$ cat config.mk
export PLATFORM = sky130hd
export DESIGN_NAME = sum_uart_framer_flat
export DESIGN_NICKNAME = d
export VERILOG_FILES = /design/src/rtl/sum_uart_framer_if.sv /design/src/rtl/sum_uart_framer.sv /design/src/flat_wrapper.sv
export SDC_FILE = /design/constraint.sdc
export NUM_CORES = 1
export LEC_CHECK = 0
export BUFFER_PORTS_ARGS = -buffer_cell sky130_fd_sc_hd__buf_4
export CORE_UTILIZATION = 45
export DETAILED_ROUTE_END_ITERATION = 6
export PLACE_DENSITY = 0.66
export SLEW_MARGIN = 20
export SYNTH_ARGS = -nofsm -noshare
export SYNTH_HDL_FRONTEND = slang
export SYNTH_SLANG_ARGS = --single-unit
$ cat constraint.sdc
create_clock -name clk -period 4.03 [get_ports clk]
set_clock_uncertainty 0.1 [all_clocks]
set_input_delay 0.403 -clock clk [delete_from_list [all_inputs] [get_ports clk]]
set_output_delay 0.403 -clock clk [all_outputs]
set_load 0.05 [all_outputs]
$ cat src/rtl/sum_uart_framer_if.sv
// Byte-wide handshake between the frame generator and uart_tx.
interface sum_uart_framer_if;
    logic       uart_tx_en;
    logic [7:0] uart_tx_data;
    logic       uart_tx_busy;

    modport master (output uart_tx_en, output uart_tx_data, input uart_tx_busy);
    modport slave  (input uart_tx_en, input uart_tx_data, output uart_tx_busy);
endinterface

$ cat src/rtl/sum_uart_framer.sv
// Latches two operands from button strobes, adds/subtracts them and sends
// a HEADER / result bytes (LSB first) / XOR checksum frame through uart_tx.
module sum_uart_framer #(
    parameter int unsigned DATA_W = 4,
    parameter logic [7:0]  HEADER = 8'hA5
) (
    input  logic                  clk,
    input  logic                  reset_n,
    input  logic                  save_a_n,
    input  logic                  save_b_n,
    input  logic                  send_n,
    input  logic                  mode,
    input  logic [DATA_W-1:0]     data_input,
    sum_uart_framer_if.master     uart,
    output logic [DATA_W-1:0]     op_a,
    output logic [DATA_W-1:0]     op_b,
    output logic [DATA_W:0]       result,
    output logic                  frame_busy,
    output logic                  overrun
);

    localparam int unsigned RES_W = DATA_W + 1;
    localparam int unsigned NB    = (RES_W + 7) / 8;
    localparam int unsigned SHW   = NB * 8;
    localparam int unsigned IDX_W = $clog2(NB + 2);
    localparam logic [IDX_W-1:0] LAST_IDX = IDX_W'(NB + 1);

    typedef enum logic [2:0] {IDLE, LOAD, ISSUE, WAIT_HI, WAIT_LO} state_t;

    state_t             state, state_d;
    logic [2:0]         a_sync, b_sync, s_sync;
    logic               save_a_ev, save_b_ev, send_ev;
    logic [IDX_W-1:0]   idx, idx_d;
    logic [SHW-1:0]     shift, shift_d;
    logic [7:0]         chk, chk_d;
    logic [7:0]         tx_data, tx_data_d;
    logic               tx_en, tx_en_d;
    logic               fbusy_d, overrun_d;
    logic [DATA_W:0]    sum_c, diff_c;

    // Two-flop synchronisers plus one delay flop for falling-edge detection
    always_ff @(posedge clk or negedge reset_n) begin
        if (!reset_n) begin
            a_sync <= 3'b111;
            b_sync <= 3'b111;
            s_sync <= 3'b111;
        end else begin
            a_sync <= {a_sync[1:0], save_a_n};
            b_sync <= {b_sync[1:0], save_b_n};
            s_sync <= {s_sync[1:0], send_n};
        end
    end

    assign save_a_ev = a_sync[2] & ~a_sync[1];
    assign save_b_ev = b_sync[2] & ~b_sync[1];
    assign send_ev   = s_sync[2] & ~s_sync[1];

    always_ff @(posedge clk or negedge reset_n) begin
        if (!reset_n) begin
            op_a <= '0;
            op_b <= '0;
        end else begin
            if (save_a_ev) op_a <= data_input;
            if (save_b_ev) op_b <= data_input;
        end
    end

    assign sum_c  = {1'b0, op_a} + {1'b0, op_b};
    assign diff_c = {1'b0, op_a} - {1'b0, op_b};
    assign result = mode ? diff_c : sum_c;

    always_ff @(posedge clk or negedge reset_n) begin
        if (!reset_n) begin
            state      <= IDLE;
            idx        <= '0;
            shift      <= '0;
            chk        <= '0;
            tx_data    <= '0;
            tx_en      <= 1'b0;
            frame_busy <= 1'b0;
            overrun    <= 1'b0;
        end else begin
            state      <= state_d;
            idx        <= idx_d;
            shift      <= shift_d;
            chk        <= chk_d;
            tx_data    <= tx_data_d;
            tx_en      <= tx_en_d;
            frame_busy <= fbusy_d;
            overrun    <= overrun_d;
        end
    end

    // Frame sequencing: one byte per LOAD/ISSUE/WAIT_HI/WAIT_LO round trip
    always_comb begin
        state_d   = state;
        idx_d     = idx;
        shift_d   = shift;
        chk_d     = chk;
        tx_data_d = tx_data;
        tx_en_d   = 1'b0;
        fbusy_d   = frame_busy;
        overrun_d = send_ev && (state != IDLE);

        case (state)
            IDLE: begin
                if (send_ev) begin
                    shift_d = SHW'(result);
                    idx_d   = '0;
                    chk_d   = '0;
                    fbusy_d = 1'b1;
                    state_d = LOAD;
                end
            end
            LOAD: begin
                if (idx == '0) begin
                    tx_data_d = HEADER;
                end else if (idx == LAST_IDX) begin
                    tx_data_d = chk;
                end else begin
                    tx_data_d = shift[7:0];
                    shift_d   = shift >> 8;
                end
                state_d = ISSUE;
            end
            ISSUE: begin
                if (!uart.uart_tx_busy) begin
                    tx_en_d = 1'b1;
                    chk_d   = chk ^ tx_data;
                    state_d = WAIT_HI;
                end
            end
            WAIT_HI: begin
                if (uart.uart_tx_busy) state_d = WAIT_LO;
            end
            WAIT_LO: begin
                if (!uart.uart_tx_busy) begin
                    if (idx == LAST_IDX) begin
                        fbusy_d = 1'b0;
                        state_d = IDLE;
                    end else begin
                        idx_d   = idx + IDX_W'(1);
                        state_d = LOAD;
                    end
                end
            end
            default: state_d = IDLE;
        endcase
    end

    assign uart.uart_tx_en   = tx_en;
    assign uart.uart_tx_data = tx_data;

endmodule

$ cat src/flat_wrapper.sv
// flat-port wrapper written by rule: the top's interface ports become plain ports
module sum_uart_framer_flat 
#(
    parameter int unsigned DATA_W = 4,
    parameter logic [7:0]  HEADER = 8'hA5
)
  (clk, reset_n, save_a_n, save_b_n, send_n, mode, data_input, op_a, op_b, result, frame_busy, overrun, uart_uart_tx_en, uart_uart_tx_data, uart_uart_tx_busy);
  sum_uart_framer_if uart_i ();
  input  logic clk;
  input  logic reset_n;
  input  logic save_a_n;
  input  logic save_b_n;
  input  logic send_n;
  input  logic mode;
  input  logic [DATA_W-1:0] data_input;
  output logic [DATA_W-1:0] op_a;
  output logic [DATA_W-1:0] op_b;
  output logic [DATA_W:0] result;
  output logic frame_busy;
  output logic overrun;
  output wire logic [$bits(uart_i.uart_tx_en)-1:0] uart_uart_tx_en;
  output wire logic [$bits(uart_i.uart_tx_data)-1:0] uart_uart_tx_data;
  input wire logic [$bits(uart_i.uart_tx_busy)-1:0] uart_uart_tx_busy;
  assign uart_uart_tx_en = uart_i.uart_tx_en;
  assign uart_uart_tx_data = uart_i.uart_tx_data;
  assign uart_i.uart_tx_busy = uart_uart_tx_busy;
  sum_uart_framer #(.DATA_W(DATA_W), .HEADER(HEADER)) u_core (.clk(clk), .reset_n(reset_n), .save_a_n(save_a_n), .save_b_n(save_b_n), .send_n(send_n), .mode(mode), .data_input(data_input), .uart(uart_i), .op_a(op_a), .op_b(op_b), .result(result), .frame_busy(frame_busy), .overrun(overrun));
endmodule
==> impl_metrics.prom <==
# TYPE chip_impl_metric gauge
chip_impl_metric{name="total_wire_length",unit="mm"} 4.10
chip_impl_metric{name="synth-xor-area-share",unit="%"} 3.64
chip_impl_metric{name="syn_avg_cell_area",unit="sq um"} 10.4
chip_impl_info{name="crit_path_end_kind",value="primary output"} 1
chip_impl_metric{name="antenna_found_initial",unit=""} 0
chip_impl_metric{name="drive_gt1_share",unit="%"} 25.0
chip_impl_info{name="tritoncts",value="built"} 1
chip_impl_metric{name="die-area",unit="sq mm"} 0.00510
chip_impl_metric{name="critPathRequiredTime",unit="ns"} 3.53
chip_impl_metric{name="cts.clk_slew.worst_paths",unit="ns"} 0.08
chip_impl_metric{name="detailroute.via_count",unit=""} 1540
chip_impl_metric{name="worst-path-max-fanout",unit=""} 4
chip_impl_metric{name="synth.yosys.seq_area_share",unit="%"} 53.6
chip_impl_metric{name="number_of_resized_instances_in_the_post_cts_repair_step",unit=""} 0
chip_impl_info{name="grt_setup_unrepaired",value="false"} 1
chip_impl_metric{name="initial_utilization",unit="%"} 48.1
chip_impl_metric{name="cts_hold_buffers",unit=""} 0
chip_impl_info{name="clk_root_buffer_cell",value="sky130_fd_sc_hd__clkbuf_8"} 1
chip_impl_metric{name="core_area",unit="sq mm"} 0.00450
chip_impl_metric{name="whs",unit="ns"} -0.00666
chip_impl_info{name="capture_instance_of_the_worst_register_to_register_path",value="u_core.shift[4]$_DFFE_PN0P_"} 1
chip_impl_metric{name="timing.final.crit_share",unit="%"} 75.2
chip_impl_metric{name="ctsHtreeMaxLevel",unit=""} 2
chip_impl_metric{name="drv_slew",unit=""} 0
chip_impl_metric{name="post_cts.repair.setup_buffers",unit=""} 0
chip_impl_metric{name="pin_count",unit=""} 35
chip_impl_metric{name="post_synth_mux_area_share",unit="%"} 3.87
chip_impl_metric{name="grt_overflow_total",unit=""} 0
chip_impl_metric{name="max-slew-margin-rel",unit="%"} 61.3
chip_impl_info{name="worst_setup_path_start_kind",value="flop"} 1
chip_impl_metric{name="grt_max_degree",unit=""} 47
chip_impl_metric{name="antenna_cells_inserted",unit=""} 0
chip_impl_metric{name="detail-route-antenna-nets",unit=""} 0
chip_impl_metric{name="r2r_setup_slack",unit="ns"} 1.68
chip_impl_metric{name="grt_pass1_vias",unit=""} 1479
chip_impl_metric{name="worstPathArrival",unit="ns"} 2.53
chip_impl_metric{name="reg2regPathDepth",unit=""} 8
chip_impl_metric{name="track_usage",unit="%"} 18.0
chip_impl_info{name="worstReg2RegStart",value="u_core.op_b[0]$_DFFE_PN0P_"} 1
chip_impl_metric{name="number_of_nets_produced_by_synthesis",unit=""} 227
chip_impl_metric{name="cellPowerDensity",unit="mW/mm^2"} 764
chip_impl_metric{name="ys_ff_latch",unit=""} 46
chip_impl_metric{name="drc",unit=""} 3
chip_impl_info{name="hold_path_class",value="primary input to asynchronous set/reset pin"} 1
chip_impl_metric{name="gp_congestion",unit=""} 0.780
chip_impl_metric{name="synth_adder_area_share",unit="%"} 4.97
chip_impl_metric{name="routed_wire_length_per_instance",unit="um"} 13.8
chip_impl_metric{name="clock_latency_reported_for_the_late_side_of_the_worst_skew_pair",unit="ns"} 0.30
chip_impl_metric{name="synthSimpleGateAreaFrac",unit="%"} 16.5
chip_impl_info{name="status",value="finished, violations left"} 1
chip_impl_metric{name="die-width",unit="um"} 71.4
chip_impl_metric{name="finish.utilization",unit="%"} 57.6
chip_impl_metric{name="rows",unit=""} 24
chip_impl_metric{name="place_hpwl",unit="mm"} 2.88
chip_impl_metric{name="detail_route.iter0.violations",unit=""} 90
chip_impl_metric{name="max-clock-path-buffers",unit=""} 2
chip_impl_info{name="criticalPathCategory",value="flop to primary output"} 1
chip_impl_metric{name="cts-buffers-inserted",unit=""} 5
chip_impl_info{name="dominant_combinational_cell_family_by_area_after_synthesis",value="simple AND/OR/NAND/NOR gates"} 1
chip_impl_metric{name="numPortBuffers",unit=""} 34
chip_impl_metric{name="final-hold-violation-count",unit=""} 4
chip_impl_metric{name="period_minus_slack",unit="ns"} 3.03
chip_impl_metric{name="p_leak",unit="uW"} 0.00118
chip_impl_metric{name="dr.pass1.iters",unit=""} 6
chip_impl_metric{name="finalSetupViolCount",unit=""} 0
chip_impl_metric{name="numPlacedInstances",unit=""} 288
chip_impl_metric{name="cts_num_sinks",unit=""} 46
chip_impl_info{name="failing_checks",value="DRC, hold timing"} 1
chip_impl_metric{name="synth-warning-count",unit=""} 0
chip_impl_metric{name="synthesis.instances",unit=""} 208
chip_impl_metric{name="achievable-frequency",unit="MHz"} 330
chip_impl_metric{name="avgViaCountPerCell",unit=""} 5.20
chip_impl_metric{name="fin_setup_tns",unit="ns"} 0
chip_impl_metric{name="area_delta_synth_final",unit="%"} 19.7
chip_impl_metric{name="vdd_drop_max",unit="mV"} 0.288
chip_impl_metric{name="syn-cell-area",unit="sq mm"} 0.00217
chip_impl_metric{name="max-cap-violations",unit=""} 0
chip_impl_metric{name="post_synth_num_cell_types",unit=""} 39
chip_impl_metric{name="final_cell_count_no_fill",unit=""} 296
chip_impl_metric{name="worst-slew-pin-transition",unit="ns"} 0.581
chip_impl_metric{name="synth-compound-area-share",unit="%"} 13.5
chip_impl_metric{name="net_total_in_the_final_layout",unit=""} 262
chip_impl_metric{name="fp.dieH",unit="um"} 71.4
chip_impl_metric{name="grt_first_pass_wirelength",unit="mm"} 7.11
## through the flow
step	instance area [sq um]	power, uW	worst slack (ns)
global placement	2450	1570	1.41
CTS	2590	2000	1.00
finish	2590	1980	0.999
floorplan	2170	1340	0.735
detailed placement	2450	1570	1.35
global route	2590	2110	0.889
## cell usage after synthesis
library cell,n,share of area (%)
sky130_fd_sc_hd__a21boi_1,1,0.35
sky130_fd_sc_hd__nand4_1,1,0.29
sky130_fd_sc_hd__o21ai_0,9,2.1
sky130_fd_sc_hd__mux2_2,3,1.6
sky130_fd_sc_hd__nor3b_2,1,0.58
sky130_fd_sc_hd__o211ai_1,4,1.4
sky130_fd_sc_hd__and2b_1,1,0.35
sky130_fd_sc_hd__and2_1,1,0.29
sky130_fd_sc_hd__nand2_1,27,4.7
sky130_fd_sc_hd__buf_6,1,0.52
sky130_fd_sc_hd__nor2_1,21,3.6
sky130_fd_sc_hd__fa_1,1,0.92
sky130_fd_sc_hd__and3_1,1,0.29
sky130_fd_sc_hd__a22o_1,5,2.0
sky130_fd_sc_hd__dfstp_2,9,11
sky130_fd_sc_hd__or3b_1,2,0.81
sky130_fd_sc_hd__nor2b_1,4,1.2
sky130_fd_sc_hd__o21ai_1,16,3.7
sky130_fd_sc_hd__nor3b_1,1,0.35
sky130_fd_sc_hd__xor2_1,5,2.0
sky130_fd_sc_hd__clkinv_4,1,0.40
sky130_fd_sc_hd__mux2i_1,5,2.3
sky130_fd_sc_hd__xnor2_1,4,1.6
sky130_fd_sc_hd__ha_1,7,4.0
sky130_fd_sc_hd__a21oi_1,8,1.8
sky130_fd_sc_hd__a2bb2oi_2,1,0.69
sky130_fd_sc_hd__nand2b_1,3,0.87
sky130_fd_sc_hd__buf_2,4,0.92
sky130_fd_sc_hd__inv_1,11,1.9
sky130_fd_sc_hd__o31ai_2,1,0.58
sky130_fd_sc_hd__o41ai_1,1,0.40
sky130_fd_sc_hd__nor3_1,2,0.46
sky130_fd_sc_hd__nand3_1,3,0.69
sky130_fd_sc_hd__nor3_2,1,0.46
sky130_fd_sc_hd__dfrtp_1,37,43
sky130_fd_sc_hd__a211o_1,1,0.40
sky130_fd_sc_hd__clkbuf_1,1,0.17
sky130_fd_sc_hd__nand3b_1,1,0.35
sky130_fd_sc_hd__or4b_4,2,1.3
## worst max path at each step
stage                endpoint  slack (ns)                        from
floorplan           result[3]        0.74  u_core.op_b[0]$_DFFE_PN0P_
global placement    result[4]        1.41  u_core.op_b[0]$_DFFE_PN0P_
detailed placement  result[4]        1.35  u_core.op_b[0]$_DFFE_PN0P_
CTS                 result[4]        1.00  u_core.op_b[0]$_DFFE_PN0P_
global route        result[4]        0.89  u_core.op_b[0]$_DFFE_PN0P_
finish              result[4]         1.0  u_core.op_b[0]$_DFFE_PN0P_
## per-layer routing
layer	global-route usage [%]	wire [um]	share of wire (%)
met1	25.9	2080	51
met2	26.6	1820	44
met3	4.64	143	3.5
met4	6.44	53	1.3
met5	0	0	0
## cell usage in the layout, fill, tap and decap left out, types with 2 or more instances in the layout
master,Yosys,routed
sky130_fd_sc_hd__dfrtp_1,37,37
sky130_fd_sc_hd__buf_4,0,34
sky130_fd_sc_hd__nand2_1,27,27
sky130_fd_sc_hd__nor2_1,21,21
sky130_fd_sc_hd__o21ai_1,16,16
sky130_fd_sc_hd__inv_1,11,11
sky130_fd_sc_hd__o21ai_0,9,9
sky130_fd_sc_hd__dfstp_2,9,9
sky130_fd_sc_hd__a21oi_1,8,8
sky130_fd_sc_hd__ha_1,7,7
sky130_fd_sc_hd__clkbuf_8,0,6
sky130_fd_sc_hd__xor2_1,5,5
sky130_fd_sc_hd__a22o_1,5,5
sky130_fd_sc_hd__mux2i_1,5,5
sky130_fd_sc_hd__xnor2_1,4,4
sky130_fd_sc_hd__nor2b_1,4,4
sky130_fd_sc_hd__o211ai_1,4,4
sky130_fd_sc_hd__mux2_2,3,3
sky130_fd_sc_hd__nand2b_1,3,3
sky130_fd_sc_hd__nand3_1,3,3
sky130_fd_sc_hd__nor3_1,2,2
sky130_fd_sc_hd__or4b_4,2,2
sky130_fd_sc_hd__or3b_1,2,2
sky130_fd_sc_hd__bufinv_16,0,2
## critical path, stage by stage (launching register included)
cell and delay (ns):
sky130_fd_sc_hd__dfrtp_1 0.42, sky130_fd_sc_hd__inv_1 0.08, sky130_fd_sc_hd__ha_1 0.28, sky130_fd_sc_hd__mux2_2 0.28, sky130_fd_sc_hd__fa_1 0.42, sky130_fd_sc_hd__nand2b_1 0.16
sky130_fd_sc_hd__a21oi_1 0.16, sky130_fd_sc_hd__xnor2_1 0.18, sky130_fd_sc_hd__buf_4 0.25
## sequential cells by signal, summed over array words and instances (netlist names), 2 cells and up
register,cells
u_core.a_sync,3
u_core.b_sync,3
u_core.chk,8
u_core.idx,2
u_core.op_a,4
u_core.op_b,4
u_core.s_sync,3
u_core.shift,5
u_core.state,3
u_core.uart.uart_tx_data,8
## cell type report
cell class                      instances  area, sq um
Fill cell                             394         1910
Multi-Input combinational cell        144          920
Tap cell                               52         65.1
Clock inverter                          2         60.1
Timing Repair Buffer                   34          255
Sequential cell                        46         1160
Clock buffer                            6         82.6
Inverter                               12         50.0
## report_power, final
part / leakage, uW / switching [uW] / internal (uW) / total [uW]
logic: 0.000553 / 554 / 292 / 846
clock network: 0.0000714 / 155 / 264 / 420
registers: 0.000557 / 127 / 591 / 717
total: 0.00118 / 836 / 1150 / 1980
## cells by family (layout without fill, tap and decap cells)
logic type | after synthesis | count (layout)
AND/OR/NAND/NOR | 72 | 72
AO/OA/AOI/OAI | 47 | 47
flip-flops | 46 | 46
buffers and inverters | 18 | 54
XOR/XNOR | 9 | 9
adder cells (fa/ha/maj) | 8 | 8
multiplexers | 8 | 8
No activity file was read; power rests on OpenSTA's default activity.
